==> config.mk <==
export PLATFORM = sky130hd
export DESIGN_NAME = uart_rx_mmio
export DESIGN_NICKNAME = d
export VERILOG_FILES = /design/src/rtl/uart_rx_mmio.sv
export SDC_FILE = /design/constraint.sdc
export NUM_CORES = 1
export LEC_CHECK = 0
export CORE_MARGIN = 3
export CORE_UTILIZATION = 53
export CTS_BUF_LIST = sky130_fd_sc_hd__clkbuf_8 sky130_fd_sc_hd__clkbuf_16
export DETAILED_ROUTE_END_ITERATION = 7
export GPL_TIMING_DRIVEN = 0
export PLACE_DENSITY_LB_ADDON = 0.1
export SYNTH_ARGS = -nofsm -noshare
export SYNTH_HDL_FRONTEND = slang
export SYNTH_SLANG_ARGS = --single-unit
==> constraint.sdc <==
create_clock -name clk -period 4.4 [get_ports clk]
set_clock_uncertainty 0.2 [all_clocks]
set_input_delay 0.88 -clock clk [delete_from_list [all_inputs] [get_ports clk]]
set_output_delay 0.88 -clock clk [all_outputs]
set_load 0.1 [all_outputs]
==> src/rtl/uart_rx_mmio.sv <==
// uart_rx_mmio -- memory-mapped 8N1 UART receiver with a small receive FIFO.
//
// Deserializes the asynchronous serial line `rx` (idle high, LSB first) into
// bytes and queues them in a FIFO. The CPU reads them through two word
// registers decoded from the data-memory byte address bus:
//   BASE_ADDR     DATA   : {24'b0, FIFO head}, or 0 when empty; a read pops.
//   BASE_ADDR + 4 STATUS : {16'b0, count[7:0], 4'b0, PERR, FERR, OVR, valid};
//                          a read clears PERR/FERR/OVR.
//
// Optional feature macro: UART_RX_PARITY_EN
//   defined   -> one even-parity bit between data and stop (11-bit frame),
//                mismatches set PERR and drop the byte.
//   undefined -> plain 8N1, PERR (STATUS bit3) is constant 0.
//
// Parameters:
//   CLKS_PER_BIT  clock cycles per serial bit (>= 4, even)
//   FIFO_DEPTH    receive FIFO entries (power of 2, >= 2)
//   BASE_ADDR     DATA register address; STATUS sits at BASE_ADDR + 4
//
// Ports:
//   clk        in   clock, rising edge
//   rst        in   synchronous active-high reset
//   rx         in   asynchronous serial input, idle high
//   addr[31:0] in   data-memory byte address
//   re         in   read strobe
//   dout[31:0] out  register read data, combinational from addr
//   rx_irq     out  high while the FIFO holds at least one byte
//   fsm_state  out  receiver state for debug/checkers
//                   (0 IDLE, 1 START, 2 DATA, 3 PARITY, 4 STOP, 5 BREAK)
//
// Bus strobe semantics: `re` is a one-cycle load strobe with no handshake.
// `dout` is valid in the same cycle as `addr`, and the side effect of the
// read (pop for DATA, flag clear for STATUS) takes place on the rising edge
// that ends the strobe cycle, so the returned value is the pre-effect value.
module uart_rx_mmio #(
  parameter int unsigned CLKS_PER_BIT = 16,
  parameter int unsigned FIFO_DEPTH   = 8,
  parameter logic [31:0] BASE_ADDR    = 32'h1000_0004
) (
  input  logic        clk,
  input  logic        rst,
  input  logic        rx,
  input  logic [31:0] addr,
  input  logic        re,
  output logic [31:0] dout,
  output logic        rx_irq,
  output logic [2:0]  fsm_state
);

  localparam int CW = $clog2(CLKS_PER_BIT);
  localparam int AW = $clog2(FIFO_DEPTH);

  localparam logic [CW-1:0] HALF_M1   = CW'(CLKS_PER_BIT / 2 - 1);
  localparam logic [CW-1:0] FULL_M1   = CW'(CLKS_PER_BIT - 1);
  localparam logic [CW-1:0] CNT_ONE   = CW'(1);
  localparam logic [AW:0]   PTR_ONE   = (AW + 1)'(1);
  localparam logic [31:0]   STAT_ADDR = BASE_ADDR + 32'd4;

  typedef enum logic [2:0] {
    S_IDLE   = 3'd0,
    S_START  = 3'd1,
    S_DATA   = 3'd2,
`ifdef UART_RX_PARITY_EN
    S_PARITY = 3'd3,
`endif
    S_STOP   = 3'd4,
    S_BREAK  = 3'd5
  } state_t;

  // ---------------------------------------------------------------------------
  // Input synchronizer (resets to the idle level so reset never looks like a
  // start bit).
  // ---------------------------------------------------------------------------
  logic rx_meta, rx_sync;

  always_ff @(posedge clk) begin
    if (rst) begin
      rx_meta <= 1'b1;
      rx_sync <= 1'b1;
    end else begin
      rx_meta <= rx;
      rx_sync <= rx_meta;
    end
  end

  // ---------------------------------------------------------------------------
  // Receiver FSM
  // ---------------------------------------------------------------------------
  state_t        state_q, state_d;
  logic [CW-1:0] cnt_q, cnt_d;
  logic [2:0]    idx_q, idx_d;
  logic [7:0]    shreg_q, shreg_d;
  logic          bit_tick;
  logic          push_req;
  logic          ferr_set;
`ifdef UART_RX_PARITY_EN
  logic          par_bad_q, par_bad_d;
  logic          perr_set;
`endif

  // The counter is loaded with the cycles remaining until the next sample
  // point, so expiry is simply zero.
  assign bit_tick  = (cnt_q == '0);
  assign fsm_state = state_q;

  always_ff @(posedge clk) begin
    if (rst) begin
      state_q   <= S_IDLE;
      cnt_q     <= '0;
      idx_q     <= '0;
      shreg_q   <= '0;
`ifdef UART_RX_PARITY_EN
      par_bad_q <= 1'b0;
`endif
    end else begin
      state_q   <= state_d;
      cnt_q     <= cnt_d;
      idx_q     <= idx_d;
      shreg_q   <= shreg_d;
`ifdef UART_RX_PARITY_EN
      par_bad_q <= par_bad_d;
`endif
    end
  end

  always_comb begin
    state_d   = state_q;
    cnt_d     = cnt_q;
    idx_d     = idx_q;
    shreg_d   = shreg_q;
    push_req  = 1'b0;
    ferr_set  = 1'b0;
`ifdef UART_RX_PARITY_EN
    par_bad_d = par_bad_q;
    perr_set  = 1'b0;
`endif
    case (state_q)
      S_IDLE: begin
        if (!rx_sync) begin
          state_d = S_START;
          cnt_d   = HALF_M1;
        end
      end
      S_START: begin
        if (bit_tick) begin
          // Still low at mid start bit: a real frame. Otherwise a glitch.
          if (!rx_sync) begin
            state_d = S_DATA;
            cnt_d   = FULL_M1;
            idx_d   = '0;
          end else begin
            state_d = S_IDLE;
          end
        end else begin
          cnt_d = cnt_q - CNT_ONE;
        end
      end
      S_DATA: begin
        if (bit_tick) begin
          shreg_d = {rx_sync, shreg_q[7:1]};
          cnt_d   = FULL_M1;
          if (idx_q == 3'd7) begin
`ifdef UART_RX_PARITY_EN
            state_d = S_PARITY;
`else
            state_d = S_STOP;
`endif
          end else begin
            idx_d = idx_q + 3'd1;
          end
        end else begin
          cnt_d = cnt_q - CNT_ONE;
        end
      end
`ifdef UART_RX_PARITY_EN
      S_PARITY: begin
        if (bit_tick) begin
          // Even parity: data bits plus parity bit must XOR to zero.
          par_bad_d = ^{shreg_q, rx_sync};
          cnt_d     = FULL_M1;
          state_d   = S_STOP;
        end else begin
          cnt_d = cnt_q - CNT_ONE;
        end
      end
`endif
      S_STOP: begin
        if (bit_tick) begin
          if (rx_sync) begin
`ifdef UART_RX_PARITY_EN
            if (par_bad_q) perr_set = 1'b1;
            else           push_req = 1'b1;
`else
            push_req = 1'b1;
`endif
            state_d = S_IDLE;
          end else begin
            // Low stop bit: framing error or line break; wait for idle.
            ferr_set = 1'b1;
            state_d  = S_BREAK;
          end
        end else begin
          cnt_d = cnt_q - CNT_ONE;
        end
      end
      S_BREAK: begin
        if (rx_sync) state_d = S_IDLE;
      end
      default: state_d = S_IDLE;
    endcase
  end

  // ---------------------------------------------------------------------------
  // Receive FIFO. Pointers carry one extra wrap bit to tell full from empty.
  // ---------------------------------------------------------------------------
  logic [7:0]  mem [FIFO_DEPTH];
  logic [AW:0] wptr_q, rptr_q;
  logic [AW:0] count;
  logic        empty, full;
  logic        sel_data, sel_stat;
  logic        pop, do_push, ovr_set, flag_clr;

  assign count    = wptr_q - rptr_q;
  assign empty    = (wptr_q == rptr_q);
  assign full     = (wptr_q[AW] != rptr_q[AW]) &&
                    (wptr_q[AW-1:0] == rptr_q[AW-1:0]);
  assign sel_data = (addr == BASE_ADDR);
  assign sel_stat = (addr == STAT_ADDR);
  assign pop      = re && sel_data && !empty;
  assign flag_clr = re && sel_stat;
  // A pop on the same edge frees the slot the new byte needs.
  assign do_push  = push_req && (!full || pop);
  assign ovr_set  = push_req && full && !pop;

  always_ff @(posedge clk) begin
    if (rst) begin
      wptr_q <= '0;
      rptr_q <= '0;
    end else begin
      if (do_push) wptr_q <= wptr_q + PTR_ONE;
      if (pop)     rptr_q <= rptr_q + PTR_ONE;
    end
  end

  always_ff @(posedge clk) begin
    if (do_push && !rst) mem[wptr_q[AW-1:0]] <= shreg_q;
  end

  // ---------------------------------------------------------------------------
  // Sticky error flags: a new event on the clearing edge wins.
  // ---------------------------------------------------------------------------
  logic ovr_q, ferr_q, perr_q;

  always_ff @(posedge clk) begin
    if (rst) begin
      ovr_q  <= 1'b0;
      ferr_q <= 1'b0;
    end else begin
      ovr_q  <= ovr_set  | (ovr_q  & ~flag_clr);
      ferr_q <= ferr_set | (ferr_q & ~flag_clr);
    end
  end

`ifdef UART_RX_PARITY_EN
  always_ff @(posedge clk) begin
    if (rst) perr_q <= 1'b0;
    else     perr_q <= perr_set | (perr_q & ~flag_clr);
  end
`else
  assign perr_q = 1'b0;
`endif

  // ---------------------------------------------------------------------------
  // Register read mux
  // ---------------------------------------------------------------------------
  logic [7:0] count8;
  assign count8 = 8'(count);
  assign rx_irq = !empty;

  always_comb begin
    dout = '0;
    if (sel_data) begin
      if (!empty) dout = {24'b0, mem[rptr_q[AW-1:0]]};
    end else if (sel_stat) begin
      dout = {16'b0, count8, 4'b0, perr_q, ferr_q, ovr_q, !empty};
    end
  end

endmodule

; ---- After elaboration in Yosys (flattened, before gate mapping)
; Memories as Yosys holds them, arrays and structs flattened. A register that Yosys moved wholly into a read port is not among the register bits.
; Cells that the tools add are included.
[classes]
div = 0
bitwise = 5
n_lt_le_gt_ge = 0
n_reduce_logical = 21
mux = 33
addsub = 5
shifts = 0
n_mul = 0
eq_ne = 20
[ops]
columns = op, n
row1 = == test 32 x 29 -> 1 bit (second input constant), 2
row2 = 2-to-1 mux 3 bit, 13
row3 = 2-to-1 mux 32 bit, 1
row4 = 2-to-1 mux 4 bit, 5
row5 = inequality test 2 bit (second input constant), 9
row6 = case mux 4 bit (4 select lines), 1
row7 = case mux 3 bit (5 select lines), 1
row8 = 2-to-1 mux 12 bit, 1
row9 = == test 3 bit (second input constant), 3
row10 = adder 4 x 1 -> 4 bit (second input constant), 2
row11 = logical AND 1 bit, 8
row12 = 2-to-1 mux 1 bit, 8
row13 = 2-to-1 mux 8 bit, 1
row14 = case mux 3 bit (2 select lines), 1
row15 = AND reduction 6 bit, 1
row16 = AND reduction 5 bit, 1
row17 = == test 4 bit, 1
row18 = zero test 1 bit, 4
row19 = zero test 4 bit, 1
row20 = AND reduction 4 bit, 1
row21 = nonzero test 4 bit, 1
row22 = subtractor 4 x 1 -> 4 bit (second input constant), 1
row23 = subtractor 4 bit, 1
row24 = adder 3 x 1 -> 3 bit (second input constant), 1
row25 = 13 further kinds, 15
[totals]
latchBits = 0
ff_bits = 30
ram_bits = 64
wordCells = 95
mem_bits_ro = 0
in_bits = 36
output_inout_bits = 36
mem_count = 1
[mem_list]
columns = memory, depth, width, read_ports, rd_clocked_by_memory_dff, write_ports, line_no
row1 = mem, 8, 8, 1, 1, 1, 216  ; logic [7:0] mem [FIFO_DEPTH];

; ---- Logic depth before layout (Yosys ltp)
[depth]
word_depth = 8
ltp_mapped = 8
mapped_depth_nobuf = 7

; ---- Least setup slack after synthesis
; No wires, ideal clock.
[synth_timing]
kind = input to output
start = input port addr[0]
end = output port dout[1]
t_arrival_ps = 3307
required_time_ps = 3320
path_buffers = 1
stages = 5
setup_slack_ps = 13
cell_sequence = nor4_1 > and4_1 > nand4_1 > clkbuf_1 > o22ai_1
[synth_via]
elab_chain_len = 3
elab_cells_between_ends = 4
cone_classes = eq/ne (2) / mux (2)
[synth_lines]
columns = element, line_no
row1 = start: declaration, 43  ; input logic [31:0] addr,
row2 = == test 32 x 29 -> 1 bit, 228  ; assign sel_stat = (addr == STAT_ADDR);
row3 = 2-to-1 mux 12 bit, 284  ; end else if (sel_stat) begin
row4 = 2-to-1 mux 32 bit (*), 282  ; if (sel_data) begin
row5 = end: declaration, 45  ; output logic [31:0] dout,
; Every way passes the cells marked *; elsewhere a longest branch is shown, timed or not.

; ---- Worst setup path after layout
[layout_timing]
start = input port addr[18]
end = output port dout[1]
; The elaborated chain is that of the path after synthesis.

==> reports/metrics.csv <==
stage,metric,value,unit
status,status,completed,
sta,hold_violations,0,
sta,worst_slew_pin_slew,980.6,ps
logic_synthesis,seq_area_frac_synth,58.37,%
logic_synthesis,synth_seq_cells,97,
logic_synthesis,avgSynthCellArea,13.01,um2
cts,clockBufferDepth,2,
cells_and_area,layout-drive-gt1-share,21.11,%
power_and_ir_drop,power_leakage,1.956,nW
cells_and_area,utilization,67.36,%
grt,gr-usage-met3,4.092,%
cells_and_area,n_fill_cell,567,
grt,grt_pass1_vias,2904,
logic_synthesis,synth.area.top_cells,"edfxtp_1 43%, dfxtp_1 15%, mux4_2 8.1%",
drt,via_per_inst,5.465,
logic_synthesis,yosys.cell_types.count,55,
logic_synthesis,yosys.area_share.xor_xnor,0.9615,%
logic_synthesis,synth_top_area_cell,edfxtp_1,
logic_synthesis,synthArstFlopShare,0,%
cells_and_area,multi_input_area,0.001702,mm2
cells_and_area,synthToLayoutAreaGrowth,20.70,%
sta,fmax,236.2,MHz
power_and_ir_drop,powerDensity,314.0,mW/mm2
cells_and_area,final_cells,533,
floorplan,core_area,0.007928,mm2
setup_path,cp.required,3320,ps
cells_and_area,antennaDiodeCount,0,
power_and_ir_drop,peakVddDrop,0.2356,mV
cells_and_area,seq_area,0.002582,mm2
place,port_buffers,50,
grt,top_usage_layer,met2,
power_and_ir_drop,netSwitchingFraction,26.37,%
place,place_inst,517,
cts,cts_buffers,9,
power_and_ir_drop,power_frac_seq,57.8,%
sta,setup_viol_count_final,0,
sta,grt_setup_unrepaired,no,
logic_synthesis,synth_fa_ha_area_share,2.715,%
cts,cts_tree,yes,
power_and_ir_drop,p_clk_share,31.4,%
place,hpwl,6565,um
grt,grt_pass1_wl,14900,um
cells_and_area,final_nets,471,
grt,antenna_found_initial,0,
drt,drtAntennaViolNets,0,
sta,worst_slack,166.7,ps
logic_synthesis,synth_top_family_by_area,simple AND/OR/NAND/NOR gates,
grt,use_met2,32.42,%
cts,h-tree-depth,3,
drt,firstDrtPassIters,4,
drt,dr.first_iter.drc_count,168,
cts,path_clk_slew,90,ps
sta,setup-tns-final,0,ps
grt,grt_max_degree,18,
setup_path,worstSetupStartpointType,input pin,
cts,clock-sinks,97,
place,place_ws,-547.0,ps
drt,routed_wl,8950,um
logic_synthesis,ys.flop_type,edfxtp_1,
setup_path,crit_arrival,3150,ps
run,maxCapViolations,0,
sta,slew_headroom,34.42,%
power_and_ir_drop,p_sw,442.2,uW
sta,min_period,4233,ps
floorplan,dieArea,0.009480,mm2
drt,routedWlPerCell,16.79,um
logic_synthesis,synth_area,0.004424,mm2
floorplan,die_w,97.37,um
logic_synthesis,yosys.area_share.simple,13.04,%
grt,use_met1,27.75,%
setup_path,critical_path_class,in2out,
cts,clk_latency,370,ps
cells_and_area,final_area,0.005340,mm2
place,gp_congestion,0.8233,
logic_synthesis,synth_cells,340,
drt,drc_errors,0,
cts,root_buffer,clkbuf_8,
logic_synthesis,synthMuxAreaShare,12.27,%
floorplan,fp.dieH,97.37,um
setup_path,r2r_setup_slack,1110,ps
power_and_ir_drop,internal_power,1.235,mW
floorplan,start_util,55.81,%
drt,dr_total_vias,2913,
grt,grt_overflow,0,
floorplan,ioPinCount,72,
place,place_area,0.005211,mm2
hold_path,min_path_type,reg2reg,
power_and_ir_drop,p_comb_share,10.7,%
setup_path,cp-end-kind,primary output,
cts,post-cts-setup-buffer-count,0,
setup_path,crit_fanout,10,
floorplan,num_rows,32,
logic_synthesis,yosysWarnings,0,
logic_synthesis,synth-edff-count,64,
sta,finalCritPeriodShare,96.21,%
logic_synthesis,synth_compound_area_share,6.702,%
grt,grt.total_usage,20.20,%
sta,slew_violations,0,
logic_synthesis,synth_top_area_share,43.44,%
==> layout make-up <==
cell class	count	share of cell area [%]
clock inverters	7	1.007
plain buffers	36	4.077
well taps	102	2.390
flip-flops and latches	97	48.36
inverters	11	0.7732
repair buffers	56	9.208
multi-input cells	215	31.87
clock buffers	9	2.320
==> worst max-delay path: stages <==
cell and delay, ps:
clkdlybuf4s50_1 400, nor4_1 400, and4_1 340, nand4_1 150, clkbuf_1 320, o22ai_1 200, buf_2 450
==> power groups by stage <==
stage	Combinational [mW]	Sequential (mW)	Clock [mW]
floorplan	0.130	0.994	0
global route	0.191	0.971	0.571
finish	0.180	0.970	0.527
detailed placement	0.178	0.991	0
CTS	0.179	0.970	0.536
global placement	0.177	0.990	0
==> cells in the final DEF (no fill, tap or decap), types with 3 or more instances in the layout <==
master           synthesis  layout
nor2b_1                  3       3
clkdlybuf4s50_1          0      38
conb_1                   1      20
clkbuf_1                11      11
edfxtp_1                64      64
nor4_2                   0       4
nor4b_2                  1       3
nor4_1                  12       8
nand2_1                  8       8
ha_1                     8       8
nand3_1                  6       6
and4_1                   3       3
clkbuf_2                 1       5
mux4_2                  16      16
nor2_1                  32      32
buf_2                    2       8
mux2i_1                 16      16
buf_4                   21      27
clkbuf_8                 0       9
nand4_1                  4       4
dfxtp_1                 33      33
inv_1                   11      11
a211oi_1                 6       6
o21ai_0                 10      10
nor3_1                   8       6
or3_1                    3       3
a21oi_1                 18      18
or2_2                    4       4
==> Yosys cell counts, drive strengths merged, types with 2 or more instances <==
cell type  count
or3b           2
nand3b         2
ha             8
xor2           2
nor4          13
mux4          16
and4           3
nor4b          4
o21ai         10
o31ai          2
or2            4
nor2          33
a211oi         6
nand2b         2
or3            3
mux2i         16
nor2b          3
inv           11
buf           24
edfxtp        64
dfxtp         33
mux2           2
clkbuf        12
nand2          8
nand4          4
o22ai          2
nor3           8
nand3          6
a21oi         18
a22oi          2
xnor2          2
==> per-stage QoR <==
step                power [mW]  hold slack [ps]
floorplan                1.124            189.5
global placement         1.167            198.5
detailed placement       1.169            207.7
CTS                      1.685            230.8
global route             1.733            245.2
finish                   1.677            225.7
==> metal layers <==
layer / routed length (um) / part of all wire (%) / up-vias
met2: 4334 / 48 / 64
li1: - / - / 1429
met3: 410 / 4.6 / 10
met1: 4088 / 46 / 1410
met5: 0 / 0 / -
met4: 116 / 1.3 / 0
==> flip-flops by register name, summed over array words and instances, names as in the netlist, named ones only <==
register,cells
mem,64
shreg_q,8
cnt_q,4
rptr_q,4
wptr_q,4
fsm_state,3
idx_q,3
ferr_q,1
ovr_q,1
rx_meta,1
rx_sync,1
==> cells by family after synthesis <==
family | count (synthesis)
and+or+nand+nor | 100
buffers and inverters | 47
other | 1
AOI/OAI and AO/OA | 48
adders and majority gates | 9
muxes | 34
xor gates and xnor gates | 4
DFF | 97
==> final timing paths <==
| path | from | endpoint | depth (start not counted) |
|---|---|---|---|
| worst max-delay path | addr[18] | dout[1] | 7 |
| worst min-delay path | rx_meta | rx_sync | 1 |
| worst max register to register | wptr_q[0] | mem[6][7] | 8 |
| worst min register to register | rx_meta | rx_sync | 1 |
==> timing repair <==
item | 4_1_cts | 5_1_grt
setup endpoints to repair | 12 | 11
hold endpoints to repair | 0 | 0
resized for setup | 26 | 23
hold buffers | 0 | 0
Note: power is estimated with default switching activity, not from simulation.
